==> src/rtl/yutorina_rst_pkg.sv <==
// rtl/yutorina_rst_pkg.sv - shared state codes, cause codes and helpers for the reset sequencer
// Contents:
//   state_e            sequencer state encoding (ASSERT / REL_BUS / RUN)
//   CAUSE_*            reset cause codes reported on rst_cause
//   cnt_width()        width of the shared hold/stagger counter
//   pick_cause()       priority encode simultaneous requests
package yutorina_rst_pkg;

    typedef enum logic [1:0] {
        ST_ASSERT  = 2'd0,
        ST_REL_BUS = 2'd1,
        ST_RUN     = 2'd2
    } state_e;

    localparam int CAUSE_W = 2;

    localparam logic [CAUSE_W-1:0] CAUSE_POR    = 2'd0;
    localparam logic [CAUSE_W-1:0] CAUSE_SWITCH = 2'd1;
    localparam logic [CAUSE_W-1:0] CAUSE_WDT    = 2'd2;
    localparam logic [CAUSE_W-1:0] CAUSE_SOFT   = 2'd3;

    // One counter serves both the hold and the stagger phase, so it is sized
    // for the longer of the two; never narrower than one bit.
    function automatic int cnt_width(input int hold_cyc, input int stagger);
        int m;
        m = (hold_cyc > stagger) ? hold_cyc : stagger;
        return (m > 1) ? $clog2(m) : 1;
    endfunction

    // Switch beats watchdog beats soft request when they land together.
    function automatic logic [CAUSE_W-1:0] pick_cause(input logic sw_req, input logic wdt_req);
        if (sw_req) begin
            return CAUSE_SWITCH;
        end else if (wdt_req) begin
            return CAUSE_WDT;
        end
        return CAUSE_SOFT;
    endfunction

endpackage

==> src/rtl/yutorina_debounce.sv <==
// rtl/yutorina_debounce.sv - board switch synchronizer, debouncer and rising-edge pulse
// Ports:
//   clk   in  system clock
//   rst   in  synchronous active-high reset
//   din   in  raw asynchronous switch level
//   dout  out debounced level
//   rise  out one-cycle pulse when the debounced level goes 0 -> 1
module yutorina_debounce #(
    parameter int DB_W      = 16,
    parameter int DB_CYCLES = 50000
) (
    input  logic clk,
    input  logic rst,
    input  logic din,
    output logic dout,
    output logic rise
);

    localparam logic [DB_W-1:0] DB_LAST = DB_W'(DB_CYCLES - 1);

    logic            sync1;
    logic            sync2;
    logic            level;
    logic [DB_W-1:0] db_cnt;

    always_ff @(posedge clk) begin
        if (rst) begin
            sync1  <= 1'b0;
            sync2  <= 1'b0;
            level  <= 1'b0;
            db_cnt <= '0;
            rise   <= 1'b0;
        end else begin
            sync1 <= din;
            sync2 <= sync1;
            rise  <= 1'b0;
            // Count consecutive cycles the synced input disagrees with the
            // accepted level; a single agreeing cycle starts over.
            if (sync2 != level) begin
                if (db_cnt == DB_LAST) begin
                    level  <= sync2;
                    db_cnt <= '0;
                    rise   <= sync2;
                end else begin
                    db_cnt <= db_cnt + 1'b1;
                end
            end else begin
                db_cnt <= '0;
            end
        end
    end

    assign dout = level;

endmodule

==> src/rtl/yutorina_rst_seq.sv <==
// rtl/yutorina_rst_seq.sv - chip reset sequencer: ordered bus/core reset release with cause latch
// Ports:
//   clk          in   system clock from clk_gen
//   rst          in   synchronous active-high power-on reset
//   rst_sw       in   raw board reset switch, active-high, bouncy, asynchronous
//   wdt_expire   in   one-cycle watchdog expiry pulse
//   soft_rst_req in   one-cycle CPU soft-reset pulse
//   bus_rst      out  registered reset to bus and peripherals
//   core_rst     out  registered reset to CPU core
//   rst_busy     out  high while the sequence is not in RUN
//   rst_cause    out  last cause: 0 POR, 1 SWITCH, 2 WDT, 3 SOFT
module yutorina_rst_seq
    import yutorina_rst_pkg::*;
#(
    parameter int DB_W      = 16,
    parameter int DB_CYCLES = 50000,
    parameter int HOLD_CYC  = 16,
    parameter int STAGGER   = 4
) (
    input  logic               clk,
    input  logic               rst,
    input  logic               rst_sw,
    input  logic               wdt_expire,
    input  logic               soft_rst_req,
    output logic               bus_rst,
    output logic               core_rst,
    output logic               rst_busy,
    output logic [CAUSE_W-1:0] rst_cause
);

    localparam int               CNT_W     = cnt_width(HOLD_CYC, STAGGER);
    localparam logic [CNT_W-1:0] HOLD_LAST = CNT_W'(HOLD_CYC - 1);
    localparam logic [CNT_W-1:0] STAG_LAST = CNT_W'(STAGGER - 1);

    state_e             state_q;
    state_e             state_d;
    logic [CNT_W-1:0]   cnt_q;
    logic [CNT_W-1:0]   cnt_d;
    logic [CAUSE_W-1:0] cause_d;
    logic               bus_rst_d;
    logic               core_rst_d;
    logic               busy_d;

    logic               sw_req;
    logic               req;

    yutorina_debounce #(
        .DB_W      (DB_W),
        .DB_CYCLES (DB_CYCLES)
    ) u_debounce (
        .clk  (clk),
        .rst  (rst),
        .din  (rst_sw),
        .dout (),
        .rise (sw_req)
    );

    // The soft request comes from the core itself, so it can only be honoured
    // while the core is running.
    assign req = sw_req | wdt_expire | (soft_rst_req & (state_q == ST_RUN));

    always_ff @(posedge clk) begin
        if (rst) begin
            state_q   <= ST_ASSERT;
            cnt_q     <= '0;
            rst_cause <= CAUSE_POR;
            bus_rst   <= 1'b1;
            core_rst  <= 1'b1;
            rst_busy  <= 1'b1;
        end else begin
            state_q   <= state_d;
            cnt_q     <= cnt_d;
            rst_cause <= cause_d;
            bus_rst   <= bus_rst_d;
            core_rst  <= core_rst_d;
            rst_busy  <= busy_d;
        end
    end

    always_comb begin
        state_d = state_q;
        cnt_d   = cnt_q;
        cause_d = rst_cause;
        if (req) begin
            state_d = ST_ASSERT;
            cnt_d   = '0;
            cause_d = pick_cause(sw_req, wdt_expire);
        end else begin
            unique case (state_q)
                ST_ASSERT: begin
                    if (cnt_q == HOLD_LAST) begin
                        state_d = ST_REL_BUS;
                        cnt_d   = '0;
                    end else begin
                        cnt_d = cnt_q + 1'b1;
                    end
                end
                ST_REL_BUS: begin
                    if (cnt_q == STAG_LAST) begin
                        state_d = ST_RUN;
                        cnt_d   = '0;
                    end else begin
                        cnt_d = cnt_q + 1'b1;
                    end
                end
                ST_RUN: begin
                    cnt_d = '0;
                end
                default: begin
                    state_d = ST_ASSERT;
                    cnt_d   = '0;
                end
            endcase
        end
    end

    // Outputs are decoded from the next state and registered, so they move
    // on the same edge as the state and never glitch.
    always_comb begin
        bus_rst_d  = (state_d == ST_ASSERT);
        core_rst_d = (state_d != ST_RUN);
        busy_d     = (state_d != ST_RUN);
    end

endmodule
==> config.mk <==
export PLATFORM = sky130hd
export DESIGN_NAME = yutorina_rst_seq
export DESIGN_NICKNAME = d
export VERILOG_FILES = /design/src/rtl/yutorina_rst_pkg.sv /design/src/rtl/yutorina_debounce.sv /design/src/rtl/yutorina_rst_seq.sv
export SDC_FILE = /design/constraint.sdc
export NUM_CORES = 1
export LEC_CHECK = 0
export BUFFER_PORTS_ARGS = -buffer_cell sky130_fd_sc_hd__buf_2
export CAP_MARGIN = 10
export CORE_MARGIN = 5
export CORE_UTILIZATION = 60
export CTS_CLUSTER_SIZE = 20
export DETAILED_ROUTE_END_ITERATION = 8
export PLACE_DENSITY = 0.84
export RECOVER_POWER = 50
export SETUP_SLACK_MARGIN = 0.1
export SLEW_MARGIN = 20
export SYNTH_ARGS = -nofsm -noshare
export SYNTH_HDL_FRONTEND = slang
export SYNTH_SLANG_ARGS = --single-unit
export TNS_END_PERCENT = 5
==> constraint.sdc <==
create_clock -name clk -period 4.2 [get_ports clk]
set_input_delay 0.84 -clock clk [delete_from_list [all_inputs] [get_ports clk]]
set_output_delay 0.84 -clock clk [all_outputs]
set_load 0.01 [all_outputs]
==> flow_metrics.env, run 1 <==
export IMPL_max_freq_mhz=524
export IMPL_start_kind="flop"
export IMPL_crit_type="flop to flop"
export IMPL_path_clk_slew_ns=0.09
export IMPL_die_x_um=55.7
export IMPL_worst_r2r_startpoint="u_debounce.db_cnt[0]"
export IMPL_synth_cell_types=34
export IMPL_syn_to_final_growth_pct=12.8
export IMPL_power_leakage_nw=0.469
export IMPL_rrSetupSlack_ns=2.29
export IMPL_synth_area_um2=1250
export IMPL_layout_min_cycle_time_ns=1.91
export IMPL_drive_gt1_frac=0.101
export IMPL_maxSlewHeadroom=0.717
export IMPL_fin_tns_setup_ns=0
export IMPL_clk_latency_ns=0.33
export IMPL_hold_depth=1
export IMPL_synthArstFlopShare=0
export IMPL_syn_area_per_cell_um2=9.37
export IMPL_layout_commonest_cell="dfxtp_1"
export IMPL_wirelength_um=2240
export IMPL_setup_ws_ns=2.29
export IMPL_critPathMaxFanout=14
export IMPL_peakVddDrop_uv=376
export IMPL_worstPathArrival_ns=2.11
export IMPL_first_global_vias=982
export IMPL_reg2reg_to="u_debounce.db_cnt[8]"
export IMPL_rsz0062_at_grt="false"
export IMPL_num_antenna_cells=0
export IMPL_ys_seq_elements=30
export IMPL_die_area_um2=3110
export IMPL_hold_buffers=0
export IMPL_slew_violations=0
export IMPL_vias=966
export IMPL_reg2reg_depth=5
export IMPL_core_um2=1980
export IMPL_crit_path_end_kind="flop"
export IMPL_power_density_nw_per_um2=423
export IMPL_cts_buffers=5
export IMPL_cap_violations=0
export IMPL_cts_buffer_depth=2
export IMPL_via_per_inst=5.52
export IMPL_die_y_um=55.7
export IMPL_track_usage=0.169
export IMPL_timing_final_crit_share=0.454
export IMPL_whs_ns=0.447
export IMPL_syn_num_nets=141
export IMPL_nets=154
export IMPL_antenna_left=0
export IMPL_grt_max_degree=15
export IMPL_status="completed"
export IMPL_dp_slack_ns=2.23
export IMPL_gp_congestion=0.772
export IMPL_antenna_found_initial=0
export IMPL_hold_class="flop to flop"
export IMPL_hpwl_um=1570
export IMPL_hold_path_end="u_debounce.sync2"
export IMPL_drtIter0Drc=16
export IMPL_final_setup_viol_count=0
export IMPL_cts_root_buf="clkbuf_4"
export IMPL_crit_required_ns=4.41
export IMPL_wl_per_cell_um=12.8
export IMPL_postCtsSetupBuffers=0
export IMPL_final_cell_mix="dfxtp_1, nor2_1, xnor2_1, nor3_1"
export IMPL_synthCells=134
export IMPL_synth_main_ff_cell="dfxtp_1"
export IMPL_fp_row_count=16
export IMPL_cts_resized=0
export IMPL_cts_sinks=30
export IMPL_ys_seq_area_frac=0.479
export IMPL_ios=10
export IMPL_synth_edff_count=0
export IMPL_cts_tree="built"
export IMPL_hold_start="u_debounce.sync1"
export IMPL_finalClockSkew_ns=0.0182
export IMPL_hold_violations=0
export IMPL_tightest_slew_ns=0.422
export IMPL_htreeDepth=2
export IMPL_start_util=0.633
export IMPL_synth_warnings=0
export IMPL_grt_pass1_wl_um=4170
export IMPL_drc=0
export IMPL_dr_pass1_iters=4
export IMPL_grt_ovfl_total=0
export IMPL_numPortBuffers=9
-- layer usage --
metal,GRT usage,part of all wire,routed length (um),vias up
li1,-,-,-,492
met5,0,0,0,-
met4,0.0764,0.032,72,0
met2,0.282,0.49,1090,18
met1,0.189,0.43,966,447
met3,0.0650,0.050,112,9
-- metrics by stage --
step,instances,instance area [um2],utilization,power [mW]
2_1_floorplan,134,1250,-,0.303
6_report,175,1420,0.714,0.599
3_3_place_gp,167,1310,0.662,0.306
5_1_grt,175,1420,0.714,0.617
4_1_cts,175,1420,0.718,0.602
3_5_place_dp,167,1310,0.662,0.307
-- worst max-delay path: stages, from the launching register on --
cell     delay, ns
dfxtp_1       0.38
ha_1          0.21
nand3_1       0.27
or4_4         0.67
nand2_4       0.17
nor2_1        0.08
-- Yosys cell counts (2+ instances only) --
cell type,instances,share of area
a21o_1,2,0.012
a21oi_1,4,0.016
and3_1,2,0.010
dfxtp_1,30,0.48
ha_1,2,0.020
inv_1,4,0.012
nand2_1,4,0.012
nand2b_1,4,0.020
nand3_1,6,0.024
nand4_1,3,0.015
nor2_1,23,0.069
nor2b_1,3,0.015
nor3_1,7,0.028
nor4_1,4,0.020
o21ai_0,2,0.0080
or4_1,2,0.012
xnor2_1,15,0.10
-- kinds of logic after synthesis --
kind of cell,share of synthesized area
and+or+nand+nor,0.282
xor gates and xnor gates,0.112
DFF,0.479
buffers and inverters,0.0299
adders and majority gates,0.0199
AOI/OAI and AO/OA,0.0698
muxes,0.00798
-- how the worst max path moves through the flow --
stage	startpoint	to
global route	u_debounce.db_cnt[0]	u_debounce.db_cnt[8]
global placement	wdt_expire	cnt_q[1]
finish	u_debounce.db_cnt[0]	u_debounce.db_cnt[8]
floorplan	rst	cnt_q[1]
detailed placement	wdt_expire	cnt_q[1]
CTS	u_debounce.db_cnt[0]	u_debounce.db_cnt[8]
-- final cells by class --
cell class	count	area, um2
multi-input combinational	97	617
timing repair buffer	9	37.5
tap	27	33.8
inverter	4	15.0
sequential	30	601
clock buffer	6	51.3
clock inverter	2	60.1
fill	159	567
-- report_power, final --
group | switching (mW) | leakage, nW | internal (mW) | total (mW)
Combinational | 0.00665 | 0.168 | 0.00460 | 0.0113
Sequential | 0.00170 | 0.243 | 0.287 | 0.289
Clock | 0.0971 | 0.0585 | 0.202 | 0.299
Total | 0.105 | 0.469 | 0.493 | 0.599
-- registers in the layout (all words and copies together) (netlist names) --
signal / count
state_q: 2
bus_rst: 1
rst_cause: 2
u_debounce.sync1: 1
u_debounce.rise: 1
rst_busy: 1
u_debounce.db_cnt: 16
u_debounce.sync2: 1
u_debounce.dout: 1
cnt_q: 4
No activity file was read; power rests on OpenSTA's default activity.
==> run 2: changes to the inputs <==
CORE_UTILIZATION = 57   (was 60)
PLACE_DENSITY = 0.8   (was 0.84)
clock period = 1.9 ns   (was 4.2 ns; I/O delays follow)
==> run 2 against run 1 <==
- routed wire length is 1.9% higher
- utilization decreased by 4.8 points
- power rose by 74%
- fmax up 4.4%
- non-clock buffer count rose by 6
- count of clock-buffer cells in the layout rose by 1
- hold slack worse by 0.17 ns
- sequential share of layout area is 0.39 points higher
- worst setup slack worse by 2.2 ns
- die area increased by 4.3%
- critical path depth decreased by 1
- final cell count increased by 4.0%
- critical path type unchanged
==> flow_metrics.env, run 2 (synthesis gave the netlist of run 1 again) <==
export IMPL_gp_congestion=0.786
export IMPL_hold_depth=2
export IMPL_cts_tree="built"
export IMPL_cp_startpoint="u_debounce.db_cnt[7]"
export IMPL_worst_r2r_startpoint="u_debounce.db_cnt[7]"
export IMPL_combPwrFrac=0.025
export IMPL_maxSlewHeadroom=0.706
export IMPL_slew_violations=0
export IMPL_fp_row_count=17
export IMPL_largest_reg_flops=16
export IMPL_tightest_slew_ns=0.441
export IMPL_fillCellCount=183
export IMPL_worstPathArrival_ns=2.02
export IMPL_die_y_um=56.9
export IMPL_hpwl_um=1630
export IMPL_hold_path_end="u_debounce.sync1"
export IMPL_final_setup_viol_count=0
export IMPL_cts_root_buf="clkbuf_4"
export IMPL_htreeDepth=2
export IMPL_core_um2=2150
export IMPL_crit_path_end_kind="flop"
export IMPL_multi_input_area_um2=626
export IMPL_cts_buffer_depth=2
export IMPL_grt_max_degree=15
export IMPL_hold_class="input port to flop"
export IMPL_die_x_um=56.9
export IMPL_cp_slowest_cell="or4_4"
export IMPL_hold_violations=0
export IMPL_grt_pass1_wl_um=3840
export IMPL_nets=160
export IMPL_start_kind="flop"
export IMPL_timing_final_crit_share=0.961
export IMPL_p_int_mw=0.821
export IMPL_reg2reg_depth=4
export IMPL_crit_buf_inv=0
export IMPL_start_util=0.584
export IMPL_cap_violations=0
export IMPL_antenna_found_initial=0
export IMPL_drtIter0Drc=25
export IMPL_vias=989
export IMPL_critPathMaxFanout=4
export IMPL_reg2reg_to="u_debounce.dout"
export IMPL_numPortBuffers=9
export IMPL_peakVddDrop_uv=465
export IMPL_dr_pass1_iters=4
export IMPL_cp_top_family="simple AND/OR/NAND/NOR gates"
export IMPL_final_seq_area_um2=613
export IMPL_cts_sinks=30
export IMPL_final_util=0.666
export IMPL_cts_buffers=5
export IMPL_status="completed"
export IMPL_path_clk_slew_ns=0.09
export IMPL_layout_commonest_cell="dfxtp_1"
export IMPL_final_cell_mix="dfxtp_1, nor2_1, xnor2_1, nor3_1, clkbuf_1"
export IMPL_drive_gt1_frac=0.169
export IMPL_hold_start="rst_sw"
export IMPL_wirelength_um=2280
export IMPL_via_per_inst=5.43
export IMPL_crit_required_ns=2.09
export IMPL_crit_type="flop to flop"
export IMPL_die_area_um2=3240
export IMPL_ios=10
export IMPL_path_cells="or4_1 > or4_4 > mux2i_1 > nor2_1"
export IMPL_antenna_left=0
export IMPL_syn_to_final_growth_pct=14.1
export IMPL_max_flop_register="u_debounce.db_cnt"
export IMPL_wl_per_cell_um=12.5
export IMPL_max_freq_mhz=548
export IMPL_layout_min_cycle_time_ns=1.83
export IMPL_num_antenna_cells=0
export IMPL_p_seq_frac=0.609
export IMPL_clk_latency_ns=0.31
export IMPL_slowest_delay_ns=0.59
export IMPL_p_clk_frac=0.366
export IMPL_whs_ns=0.277
export IMPL_grt_ovfl_total=0
export IMPL_power_leakage_nw=0.482
export IMPL_fin_tns_setup_ns=0
export IMPL_reg_top3="u_debounce.db_cnt: 16 flops, cnt_q: 4 flops"
export IMPL_drc=0
export IMPL_track_usage=0.150
export IMPL_rrSetupSlack_ns=0.07
export IMPL_first_global_vias=931
export IMPL_rsz0062_at_grt="true"
export IMPL_finalClockSkew_ns=0.00491
export IMPL_p_switching_mw=0.222
export IMPL_netSwitchingFraction=0.212
export IMPL_power_density_nw_per_um2=729
[run 2: layout make-up]
| cell class | count | area share |
|---|---|---|
| clock buffers | 7 | 0.0385 |
| flip-flops and latches | 30 | 0.428 |
| multi-input cells | 97 | 0.437 |
| clock inverters | 1 | 0.00350 |
| well taps | 28 | 0.0245 |
| repair buffers | 15 | 0.0577 |
| inverters | 4 | 0.0105 |
[run 2: through the flow]
step                instances  setup WS (ns)  area [um2]  power [mW]
finish                    182         0.0736        1430        1.04
global route              182         0.0368        1430        1.10
CTS                       178          0.105        1390        1.05
detailed placement        169         0.0577        1320       0.679
global placement          169          0.139        1320       0.677
floorplan                 134          0.126        1250       0.670
[run 2: how the worst max path moves through the flow]
| stage | endpoint | slack, ns | cells after the start |
|---|---|---|---|
| after detailed placement | u_debounce.dout | 0.06 | 4 |
| after global routing | u_debounce.dout | 0.04 | 4 |
| after floorplan | u_debounce.db_cnt[15] | 0.13 | 5 |
| final | u_debounce.dout | 0.07 | 4 |
| after CTS | u_debounce.dout | 0.10 | 4 |
| after global placement | u_debounce.db_cnt[9] | 0.14 | 4 |
[run 2: power by group through the flow]
| stage | registers (mW) | logic [mW] | clock network, mW |
|---|---|---|---|
| after floorplan | 0.653 | 0.0171 | 0 |
| after global placement | 0.652 | 0.0244 | 0 |
| after detailed placement | 0.653 | 0.0259 | 0 |
| after CTS | 0.638 | 0.0262 | 0.390 |
| after global routing | 0.637 | 0.0297 | 0.431 |
| final | 0.635 | 0.0258 | 0.382 |
[run 2: metal layers]
metal,track usage,up-vias,share of wire
li1,-,505,-
met1,0.151,454,0.43
met2,0.264,23,0.51
met3,0.0483,7,0.041
met4,0.0927,0,0.020
met5,0,-,0
[run 2: repair_timing]
item,CTS,global route
gates resized for setup,4,5
buffers inserted,1,4
hold buffers,0,0
setup endpoints to repair,15,15
pin swaps,1,3
==> run 3: changes to the inputs <==
CELL_PAD_IN_SITES_DETAIL_PLACEMENT = 2   (was not set)
CELL_PAD_IN_SITES_GLOBAL_PLACEMENT = 2   (was not set)
CORE_UTILIZATION = 36   (was 57)
==> run 3 against run 2 <==
- clock power increased by 5%
- count of clock-buffer cells in the layout shrank 1
- final cell count up 8.2%
- via count is 2.4% higher
- largest power group unchanged
==> flow_metrics.env, run 3 (synthesis gave the netlist of run 1 again) <==
export IMPL_status="completed"
export IMPL_tightest_slew_ns=0.466
export IMPL_first_global_vias=1123
export IMPL_grt_max_degree=15
export IMPL_final_area_um2=1430
export IMPL_power_density_nw_per_um2=745
export IMPL_ios=10
export IMPL_timing_final_crit_share=0.967
export IMPL_antenna_left=0
export IMPL_numPortBuffers=9
export IMPL_core_um2=3360
export IMPL_fp_row_count=21
export IMPL_wirelength_um=3010
export IMPL_crit_path_end_kind="flop"
export IMPL_maxSlewHeadroom=0.689
export IMPL_whs_ns=0.273
export IMPL_hold_buffers=0
export IMPL_cap_violations=0
export IMPL_max_flop_register="u_debounce.db_cnt"
export IMPL_slowest_delay_ns=0.58
export IMPL_power_leakage_nw=0.462
export IMPL_finalClockSkew_ns=0.00818
export IMPL_num_antenna_cells=0
export IMPL_reg_top3="u_debounce.db_cnt: 16 flops, cnt_q: 4 flops"
export IMPL_grt_pass1_wl_um=5200
export IMPL_path_clk_slew_ns=0.10
export IMPL_gp_congestion=0.705
export IMPL_place_inst=189
export IMPL_cts_buffer_depth=2
export IMPL_die_x_um=69.0
export IMPL_rsz0062_at_grt="true"
export IMPL_via_per_inst=5.14
export IMPL_crit_required_ns=2.11
export IMPL_layout_min_cycle_time_ns=1.84
export IMPL_worst_r2r_startpoint="u_debounce.db_cnt[5]"
export IMPL_drc=0
export IMPL_cp_slowest_cell="or4_4"
export IMPL_vias=1013
export IMPL_antenna_found_initial=0
export IMPL_final_util=0.426
export IMPL_die_area_um2=4770
export IMPL_die_y_um=69.0
export IMPL_layout_commonest_cell="dfxtp_1"
export IMPL_design_power_total_mw=1.07
export IMPL_drtIter0Drc=20
export IMPL_wl_per_cell_um=15.3
export IMPL_max_freq_mhz=544
export IMPL_cp_startpoint="u_debounce.db_cnt[5]"
export IMPL_final_cell_mix="dfxtp_1, nor2_1, xnor2_1, nor3_1"
export IMPL_cts_tree="built"
export IMPL_setup_ws_ns=0.0619
export IMPL_dp_slack_ns=0.103
export IMPL_peakVddDrop_uv=684
export IMPL_largest_reg_flops=16
export IMPL_grt_ovfl_total=0
export IMPL_hold_start="rst_sw"
export IMPL_worstPathArrival_ns=2.05
export IMPL_start_kind="flop"
export IMPL_htreeDepth=2
export IMPL_hpwl_um=2190
export IMPL_stdcell_count=197
export IMPL_hold_violations=0
export IMPL_clk_latency_ns=0.33
export IMPL_drive_gt1_frac=0.119
export IMPL_nets=157
export IMPL_crit_type="flop to flop"
export IMPL_track_usage=0.137
export IMPL_cts_sinks=30
export IMPL_postCtsSetupBuffers=0
export IMPL_path_cells="or4bb_1 > or4_4 > mux2i_1 > nor2_1"
export IMPL_slew_violations=0
export IMPL_syn_to_final_growth_pct=14.1
export IMPL_critPathMaxFanout=5
export IMPL_cts_root_buf="clkbuf_4"
export IMPL_final_setup_viol_count=0
export IMPL_cts_buffers=5
export IMPL_fillCellCount=398
export IMPL_hold_class="input port to flop"
export IMPL_fin_tns_setup_ns=0
export IMPL_dr_pass1_iters=4
export IMPL_placed_area_um2=1360
export IMPL_start_util=0.373
[run 3: changes by cell type in the layout (fill, tap and decap cells not counted), sizes merged]
cell      delta
clkbuf       -1
clkinvlp     +1
buf          -3
[run 3: repair_timing]
| action | in CTS | in global routing |
|---|---|---|
| gates cloned | 0 | 0 |
| gates resized for setup | 1 | 1 |
| endpoints found under the setup margin | 3 | 13 |
[run 3: routing by layer]
metal	share of wire	GRT usage
met5	0	0
met4	0.016	0.0716
met3	0.027	0.0262
met2	0.54	0.264
met1	0.41	0.137
[run 3: path summary, 6_finish.rpt]
check / to / slack (ns) / cells past startpoint
setup / recovery: u_debounce.dout / 0.06 / 4
hold / removal: u_debounce.sync1 / 0.27 / 2
setup reg to reg: u_debounce.dout / 0.06 / 4
hold reg to reg: u_debounce.sync2 / 0.47 / 1
[run 3: layout make-up]
| class | count | area [um2] | area share |
|---|---|---|---|
| Sequential cell | 30 | 601 | 0.420 |
| Timing Repair Buffer | 12 | 60.1 | 0.0420 |
| Inverter | 4 | 15.0 | 0.0105 |
| Clock inverter | 2 | 12.5 | 0.00874 |
| Clock buffer | 6 | 51.3 | 0.0358 |
| Multi-Input combinational cell | 97 | 634 | 0.443 |
| Tap cell | 46 | 57.6 | 0.0402 |
[run 3: power by group]
group          internal [mW]  switching [mW]  leakage, nW  total (mW)
clock                  0.178           0.222       0.0343       0.400
sequential             0.635         0.00428        0.243       0.639
combinational         0.0111          0.0168        0.185      0.0279
[run 3: worst max-delay path, delay by kind of cell (launching register included)]
family / cells / cell delay, ns
simple gates: 3 / 1.16
flops: 1 / 0.36
mux: 1 / 0.21
